--- src/rtl/exec_issue_ctrl.sv ---
// Issue/writeback controller: queues 9-bit instructions, issues registered operands
// to Decode_And_Execute and writes the combinational result back one cycle later.
`timescale 1ns/1ps

module exec_issue_ctrl #(
    parameter int DEPTH = 4
) (
    input  logic       clk,
    input  logic       rst_n,
    input  logic       in_valid,
    input  logic [8:0] in_instr,
    output logic       in_ready,
    input  logic       ld_en,
    input  logic [1:0] ld_addr,
    input  logic [3:0] ld_data,
    output logic [3:0] rs,
    output logic [3:0] rt,
    output logic [2:0] sel,
    input  logic [3:0] rd,
    output logic       wb_valid,
    output logic [1:0] wb_addr,
    output logic [3:0] wb_data,
    output logic [7:0] retire_cnt,
    output logic       busy,
    input  logic [1:0] dbg_addr,
    output logic [3:0] dbg_data
);

    localparam int AW = $clog2(DEPTH);

    typedef enum logic {
        IDLE,
        EXEC
    } state_t;

    state_t        state;
    state_t        state_nxt;
    logic          issue;
    logic          retire;

    logic [8:0]    fifo_mem [DEPTH];
    logic [AW-1:0] wr_ptr;
    logic [AW-1:0] rd_ptr;
    logic [AW:0]   count;
    logic          push;
    logic [8:0]    head;

    logic [3:0]    regs [4];
    logic [1:0]    dst_q;

    assign in_ready = (count != (AW+1)'(DEPTH));
    assign push     = in_valid && in_ready;
    assign head     = fifo_mem[rd_ptr];
    assign busy     = (state != IDLE) || (count != '0);
    assign dbg_data = regs[dbg_addr];

    always_ff @(posedge clk or negedge rst_n) begin
        if (!rst_n) state <= IDLE;
        else        state <= state_nxt;
    end

    // NOTE: every output of a combinational block gets a default first, otherwise a latch is inferred.
    always_comb begin
        state_nxt = state;
        issue     = 1'b0;
        retire    = 1'b0;
        case (state)
            IDLE: begin
                if (count != '0) begin
                    issue     = 1'b1;
                    state_nxt = EXEC;
                end
            end
            EXEC: begin
                retire    = 1'b1;
                state_nxt = IDLE;
            end
            default: state_nxt = IDLE;
        endcase
    end

    // NOTE: FIFO storage is left unreset; pointers and count decide what is visible.
    always_ff @(posedge clk) begin
        if (push) fifo_mem[wr_ptr] <= in_instr;
    end

    // NOTE: sequential state uses non-blocking assignments so all registers update together.
    always_ff @(posedge clk or negedge rst_n) begin
        if (!rst_n) begin
            wr_ptr <= '0;
            rd_ptr <= '0;
            count  <= '0;
        end else begin
            if (push)  wr_ptr <= wr_ptr + 1'b1;
            if (issue) rd_ptr <= rd_ptr + 1'b1;
            case ({push, issue})
                2'b10:   count <= count + 1'b1;
                2'b01:   count <= count - 1'b1;
                default: count <= count;
            endcase
        end
    end

    // Register file: an EXEC writeback takes priority over a direct load to the same entry.
    always_ff @(posedge clk or negedge rst_n) begin
        if (!rst_n) begin
            for (int i = 0; i < 4; i++) regs[i] <= '0;
        end else begin
            for (int i = 0; i < 4; i++) begin
                if (retire && dst_q == 2'(i))
                    regs[i] <= rd;
                else if (ld_en && ld_addr == 2'(i))
                    regs[i] <= ld_data;
            end
        end
    end

    always_ff @(posedge clk or negedge rst_n) begin
        if (!rst_n) begin
            rs         <= '0;
            rt         <= '0;
            sel        <= '0;
            dst_q      <= '0;
            wb_valid   <= 1'b0;
            wb_addr    <= '0;
            wb_data    <= '0;
            retire_cnt <= '0;
        end else begin
            wb_valid <= retire;
            if (issue) begin
                rs    <= regs[head[3:2]];
                rt    <= regs[head[1:0]];
                sel   <= head[8:6];
                dst_q <= head[5:4];
            end
            if (retire) begin
                wb_addr    <= dst_q;
                wb_data    <= rd;
                retire_cnt <= retire_cnt + 1'b1;
            end
        end
    end

endmodule

--- config.mk ---
export PLATFORM = sky130hd
export DESIGN_NAME = exec_issue_ctrl
export DESIGN_NICKNAME = d
export VERILOG_FILES = /design/src/rtl/exec_issue_ctrl.sv
export SDC_FILE = /design/constraint.sdc
export NUM_CORES = 1
export LEC_CHECK = 0
export ABC_CLOCK_PERIOD_IN_PS = 2800
export BUFFER_PORTS_ARGS = -buffer_cell sky130_fd_sc_hd__clkbuf_2
export CAP_MARGIN = 20
export CORE_MARGIN = 4
export CORE_UTILIZATION = 57
export CTS_BUF_LIST = sky130_fd_sc_hd__clkbuf_16
export DETAILED_ROUTE_END_ITERATION = 12
export GPL_ROUTABILITY_DRIVEN = 0
export GPL_TIMING_DRIVEN = 1
export PLACE_DENSITY = 0.87
export REMOVE_ABC_BUFFERS = 1
export SYNTH_ARGS = -nofsm -noshare
export SYNTH_HDL_FRONTEND = slang
export SYNTH_SLANG_ARGS = --single-unit
--- constraint.sdc ---
create_clock -name clk -period 2.8 [get_ports clk]
set_input_delay 0.56 -clock clk [delete_from_list [all_inputs] [get_ports clk]]
set_output_delay 0.56 -clock clk [all_outputs]
set_load 0.1 [all_outputs]
; ---- Yosys cells after proc, flatten, opt, wreduce, memory -nomap -nowiden
; Memories as Yosys holds them, arrays and structs flattened.
; Cells that the tools add are included.
[word_totals]
memories = 1
register_bits = 52
in_bits = 25
mem_bits_rw = 36
[memory_table]
columns = memory, depth, word_bits, read_ports, rd_ports_with_merged_regs, wr, line
row1 = fifo_mem, 4, 9, 1, 0, 1, 41  ; logic [8:0] fifo_mem [DEPTH];
[op_classes]
n_mux = 24
bitwise = 4
addsub = 5
reduce_logical = 18
order_cmp = 3
eq_ne = 9
[op_table]
columns = operator, n
row1 = $mux 4, 14
row2 = $bmux 4 s2, 3
row3 = $eq 2x2->1 const B, 5
row4 = $reduce_bool 2->1, 5
row5 = $ge 3x3->1 const B, 3
row6 = $logic_and 1x1->1, 9
row7 = $not 2->3, 3
row8 = $add 8x1->8 const B, 1
row9 = $eq 2x1->1 const B, 3
row10 = $pmux 3 s2, 1
row11 = $mux 1, 5
row12 = $add 2x1->2 const B, 2
row13 = $logic_not 2->1, 2
row14 = $add 3x1->3 const B, 1
row15 = $ne 3x3->1 const B, 1
row16 = $reduce_bool 3->1, 1
row17 = $sub 3x1->3 const B, 1
row18 = $pmux 1 s2, 1
row19 = $logic_or 1x1->1, 1
row20 = $not 1->1, 1

; ---- Longest topological paths before layout
[logic_depth]
ltp_word = 5
ltp_mapped = 9
depth_no_buf = 9

; ---- Worst setup path before layout
; Ideal clock, no wire load.
[synth_path]
path_type = reg-to-reg
from = reg count[1]
to = reg count[2]
slack_ns = 0.136
stages_incl_launch_ff = 10
period_less_slack_ns = 2.664
arrival_time_ns = 2.585
setup_time_ns = 0.079
path_cell_list = dfrtp_1 -> or3b_1 -> and2_1 -> inv_1 -> ha_1 -> inv_1 -> fa_1 -> xor2_1 -> nor2_1 -> xor2_1
[synth_between]
elab_cells_between_ends = 11
classes_between = add/sub (2) / eq/ne (3) / mux (3) / reduce/logical (3)
[synth_lines]
columns = element, line
row1 = start: declaration, 44  ; logic [AW:0] count;
row2 = start signal: assignment, 97  ; 2'b10: count <= count + 1'b1;
row3 = start signal: assignment, 98  ; 2'b01: count <= count - 1'b1;
row4 = start signal: assignment, 99  ; default: count <= count;
row5 = $ne 3x3->1 (*), 51  ; assign in_ready = (count != (AW+1)'(DEPTH));
row6 = via in_ready, 12  ; output logic in_ready,
row7 = $logic_and 1x1->1 (*), 52  ; assign push = in_valid && in_ready;
row8 = $eq 2x1->1 or $eq 2x2->1 (tied branches), 96  ; case ({push, issue})
row9 = $pmux 3 s2 or $reduce_bool 2->1 (tied branches), n/a
; The timed path passes the listed nets; every way through them passes the cells marked *.
; A chain may end at the register's enable or synchronous reset.

; ---- Final worst setup path
[layout_path]
from = reg count[2]
to = reg count[2]
[layout_between]
elab_chain_len = 5
elab_cells_between_ends = 11
classes_between = add/sub (2) / eq/ne (3) / mux (3) / reduce/logical (3)
[layout_lines]
columns = element, line
row1 = $reduce_bool 3->1 (*), 69  ; if (count != '0) begin
row2 = $mux 1 (*), 69
row3 = $mux 1 (*), 67  ; case (state)
row4 = via issue, 38  ; logic issue;
row5 = $eq 2x1->1 or $eq 2x2->1 (tied branches), 96
row6 = $pmux 3 s2 or $reduce_bool 2->1 (tied branches), n/a
; Marked as above.

==> results.md <==
- The flow ran to the end, and the final reports show no timing, DRC or antenna violations.
- Counting flops and latches in the post-synthesis netlist gives 88.
- The total of hold buffers inserted after clock tree synthesis is 0.
- The number of hold violations in the final report is 0.
- The clock tree buffer depth is 2.
- The mean post-synth cell area is around 15 um2.
- The worst register-to-register path begins at count[2]$_DFFE_PN0P_.
- The maximum clock frequency is 400 MHz.
- The root buffer cell chosen for the clock tree is sky130_fd_sc_hd__clkbuf_16.
- The detailed router's first-iteration violation count is 130.
- After clock tree synthesis, the setup repair step added 0 buffers.
- The worst setup skew after layout is just under 5 ps.
- The x dimension of the die is 91.3 um.
- Cells with a size suffix above 1 make up 33.2% of the layout.
- The post-synthesis cell type count is 35.
- The number of antenna violations at the first check in global routing was 0.
- The worst hold margin is around 77 ps.
- Across all register-to-register paths, the minimum setup slack is between 300 and 400 ps.
- The mean routed wirelength per cell is 18.6 um.
- The total of warnings raised by yosys is 0.
- The count of nets left with antenna violations once routing finished came out at 0.
- Once the floorplan was initialized, standard cells occupied between 50% and 60% of the core.
- The minimum period implied by the final worst setup slack is 2500 ps.
- The row count is 30.
- The first global-routing pass estimated 12700 um of wire.
- The number of H-tree levels is 3.
- By area the synthesized netlist is led by sky130_fd_sc_hd__dfrtp_1, sky130_fd_sc_hd__edfxtp_1, sky130_fd_sc_hd__mux2_2.
- The via count of the first global-routing pass is roughly 2500.
- The max-cap check violation count is 0.
- For the worst-skew pair, the clock arrives at the later sink with an insertion delay of 330 ps.
- The type of destination of the critical path is a flip-flop.
- STA classifies the critical path startpoint as a flip-flop.
- The I/O pin count is 57.
- The net count of the finished layout is around 360.
- Setup repair after global routing left no endpoint under its margin.
- The total congestion overflow after global routing is 0.
- Setup violations remaining at the end of the flow were counted as 0.
- STA puts the critical path data arrival time at 2760 ps.
- During placement, the flow inserted port buffers numbering 56.
- In this run the biggest area consumer among cell types represents 32.9% of the synthesized area.
- After technology mapping, the gate count stands at 262.
- Clock tree synthesis found a total of 88 sinks.
- The count of inserted antenna diode cells is 0.
- After detailed routing, the number of remaining DRC violations is 0.
- The worst min-delay path class is primary input to async pin.
- The startpoint-to-endpoint class of the critical path is flip-flop to flip-flop.
- The total wire length is 7610 um.
- Before antenna repair, the detailed router went through 4 iterations.
- The max-slew violation total from the final report is 0.
- Measured against its own limit, the worst slew margin works out to between 40% and 50%.
- The global routing usage summed across all routing layers is approximately a fifth.
- The half-perimeter wire length of the detailed placement result is 5490 um.
- Sequential cells were found to cover 60.3% of the synthesized design area.
- The core area is 6760 um2.
- From bottom edge to top edge, the die measures 91.3 um.
- The clock transition time at the flip-flop clock pins of the worst setup and hold paths is 60 ps.
- The overall die area is 8330 um2.
- For this run, the leading register cell type out of synthesis is sky130_fd_sc_hd__dfrtp_1.
- The async set-reset flop share out of synthesis is 59.1%.
- In this run the critical register-to-register path is captured at count[2]$_DFFE_PN0P_.
- In this run the worst path has a maximum fanout of 10.
- The count of flip-flops with a built-in enable after synthesis is 36.
- The number of CTS-inserted buffers is 9.
- The largest total area in the synthesized netlist belongs to sky130_fd_sc_hd__dfrtp_1.
- The routed layout has 2406 vias.
- Compared with the post-synthesis result, the final layout area differs by 15.8%.
- Entering global routing, the biggest net connects 45 pins.
- At the pin with the least slew margin, the transition time is 848 ps.
- The CTS tree is built.
- The required time of the critical path is 3060 ps.
- The total negative setup slack is 0 ps.
- Measured in cells, the most critical reg-to-reg path has a length of 9.
- The synthesized cell area is between 3000 and 4000 um2.
- In the finished design, the share of the clock period the worst path needs comes to just under 90%.
- The ratio of routed vias to standard cells is 5.90.
- After clock tree synthesis, the repair step resized 0 gates.
[synth_stat cells (2+ instances only)]
library cell               instances
sky130_fd_sc_hd__buf_6             2
sky130_fd_sc_hd__o21ai_0          11
sky130_fd_sc_hd__ha_1              6
sky130_fd_sc_hd__nand4_1           2
sky130_fd_sc_hd__nand3b_1          3
sky130_fd_sc_hd__a21oi_1           8
sky130_fd_sc_hd__nand2_1           9
sky130_fd_sc_hd__and3_1            5
sky130_fd_sc_hd__xnor2_1           6
sky130_fd_sc_hd__clkbuf_1          5
sky130_fd_sc_hd__xor2_1            7
sky130_fd_sc_hd__mux4_2            6
sky130_fd_sc_hd__or3_1             2
sky130_fd_sc_hd__mux4_1            7
sky130_fd_sc_hd__mux2i_1          25
sky130_fd_sc_hd__nor2_1           12
sky130_fd_sc_hd__inv_1             7
sky130_fd_sc_hd__buf_2             2
sky130_fd_sc_hd__a21o_1            2
sky130_fd_sc_hd__nand3_1           6
sky130_fd_sc_hd__edfxtp_1         36
sky130_fd_sc_hd__mux2_2           24
sky130_fd_sc_hd__o221ai_1          6
sky130_fd_sc_hd__dfrtp_1          52
[placed cells by master (no fill, tap or decap)]
cell type	instances
sky130_fd_sc_hd__nand3_1	6
sky130_fd_sc_hd__buf_4	3
sky130_fd_sc_hd__ha_1	6
sky130_fd_sc_hd__a21oi_1	8
sky130_fd_sc_hd__o221a_1	1
sky130_fd_sc_hd__clkinv_2	1
sky130_fd_sc_hd__clkinvlp_4	2
sky130_fd_sc_hd__inv_1	7
sky130_fd_sc_hd__clkbuf_2	56
sky130_fd_sc_hd__or3b_1	1
sky130_fd_sc_hd__mux2_4	1
sky130_fd_sc_hd__nand4_1	2
sky130_fd_sc_hd__clkbuf_16	9
sky130_fd_sc_hd__clkinvlp_2	1
sky130_fd_sc_hd__or3b_2	1
sky130_fd_sc_hd__mux4_2	6
sky130_fd_sc_hd__o221a_2	1
sky130_fd_sc_hd__a21o_1	2
sky130_fd_sc_hd__and3_1	5
sky130_fd_sc_hd__edfxtp_1	36
sky130_fd_sc_hd__o21ai_0	11
sky130_fd_sc_hd__mux4_1	7
sky130_fd_sc_hd__nand3b_1	3
sky130_fd_sc_hd__nand2_1	9
sky130_fd_sc_hd__or3_4	1
sky130_fd_sc_hd__mux2i_1	25
sky130_fd_sc_hd__xor2_1	7
sky130_fd_sc_hd__nor3_2	1
sky130_fd_sc_hd__clkinv_1	1
sky130_fd_sc_hd__and2_1	1
sky130_fd_sc_hd__nor3b_1	1
sky130_fd_sc_hd__or3_1	2
sky130_fd_sc_hd__xnor2_1	6
sky130_fd_sc_hd__fa_1	1
sky130_fd_sc_hd__mux2_2	24
sky130_fd_sc_hd__nor2_1	12
sky130_fd_sc_hd__nor3_1	1
sky130_fd_sc_hd__dfrtp_1	52
sky130_fd_sc_hd__inv_6	2
sky130_fd_sc_hd__o221ai_1	6
[critical path, stage by stage, from the launching register on]
cell and delay, ps:
sky130_fd_sc_hd__dfrtp_1 420, sky130_fd_sc_hd__nor3_2 70, sky130_fd_sc_hd__buf_4 160, sky130_fd_sc_hd__nor2_1 550
sky130_fd_sc_hd__ha_1 310, sky130_fd_sc_hd__inv_1 70, sky130_fd_sc_hd__fa_1 390, sky130_fd_sc_hd__xor2_1 160
sky130_fd_sc_hd__nor2_1 130, sky130_fd_sc_hd__xor2_1 160
[registers in the layout, indices dropped and copies added, names as in the netlist, 2 cells and up]
signal and count:
rt 4, sel 3, dst_q 2, wb_data 4, wb_addr 2, rs 4, regs 16, rd_ptr 2
retire_cnt 8, fifo_mem 36, count 3, wr_ptr 2
[layout make-up]
class | instances | area, um2
Sequential cell | 88 | 2380
Fill cell | 485 | 2180
Multi-Input combinational cell | 158 | 1490
Timing Repair Buffer | 59 | 303
Clock buffer | 9 | 225
Tap cell | 80 | 100
Clock inverter | 7 | 46.3
Inverter | 7 | 26.3
[worst max path at each step]
stage / from / end
floorplan: count[1]$_DFFE_PN0P_ / count[2]$_DFFE_PN0P_
global placement: count[0]$_DFFE_PN0P_ / count[2]$_DFFE_PN0P_
detailed placement: count[0]$_DFFE_PN0P_ / count[2]$_DFFE_PN0P_
CTS: count[2]$_DFFE_PN0P_ / count[2]$_DFFE_PN0P_
global route: count[0]$_DFFE_PN0P_ / count[2]$_DFFE_PN0P_
finish: count[2]$_DFFE_PN0P_ / count[2]$_DFFE_PN0P_
[kinds of logic after synthesis]
kind of cell             synth area share [%]
multiplexers                             21.6
buffers and inverters                    1.96
AND/OR/NAND/NOR                          6.20
flip-flops                               60.3
AO/OA/AOI/OAI                            4.68
adder cells (fa/ha/maj)                  2.41
XOR/XNOR                                 2.88
[stage by stage]
step | setup WS (ps) | util, % | cells | cell area (um2)
final | 301 | 67.7 | 408 | 4580
after global routing | 182 | 67.7 | 408 | 4580
after CTS | 270 | 67.7 | 408 | 4580
after detailed placement | 278 | 63.7 | 392 | 4310
after global placement | 525 | 63.7 | 392 | 4310
after floorplan | 136 | - | 253 | 3900
[metal layers]
layer	share of wire, %	wire [um]	track usage, %	vias to the layer above
met2	49	3730	31.3	65
met5	0	0	0	-
met3	5.2	395	5.30	11
li1	-	-	-	1126
met4	1.5	116	7.91	0
met1	44	3370	26.3	1204
Power is not shown: default switching activity piles up to over one toggle a cycle in this logic, so the estimate is an artifact.
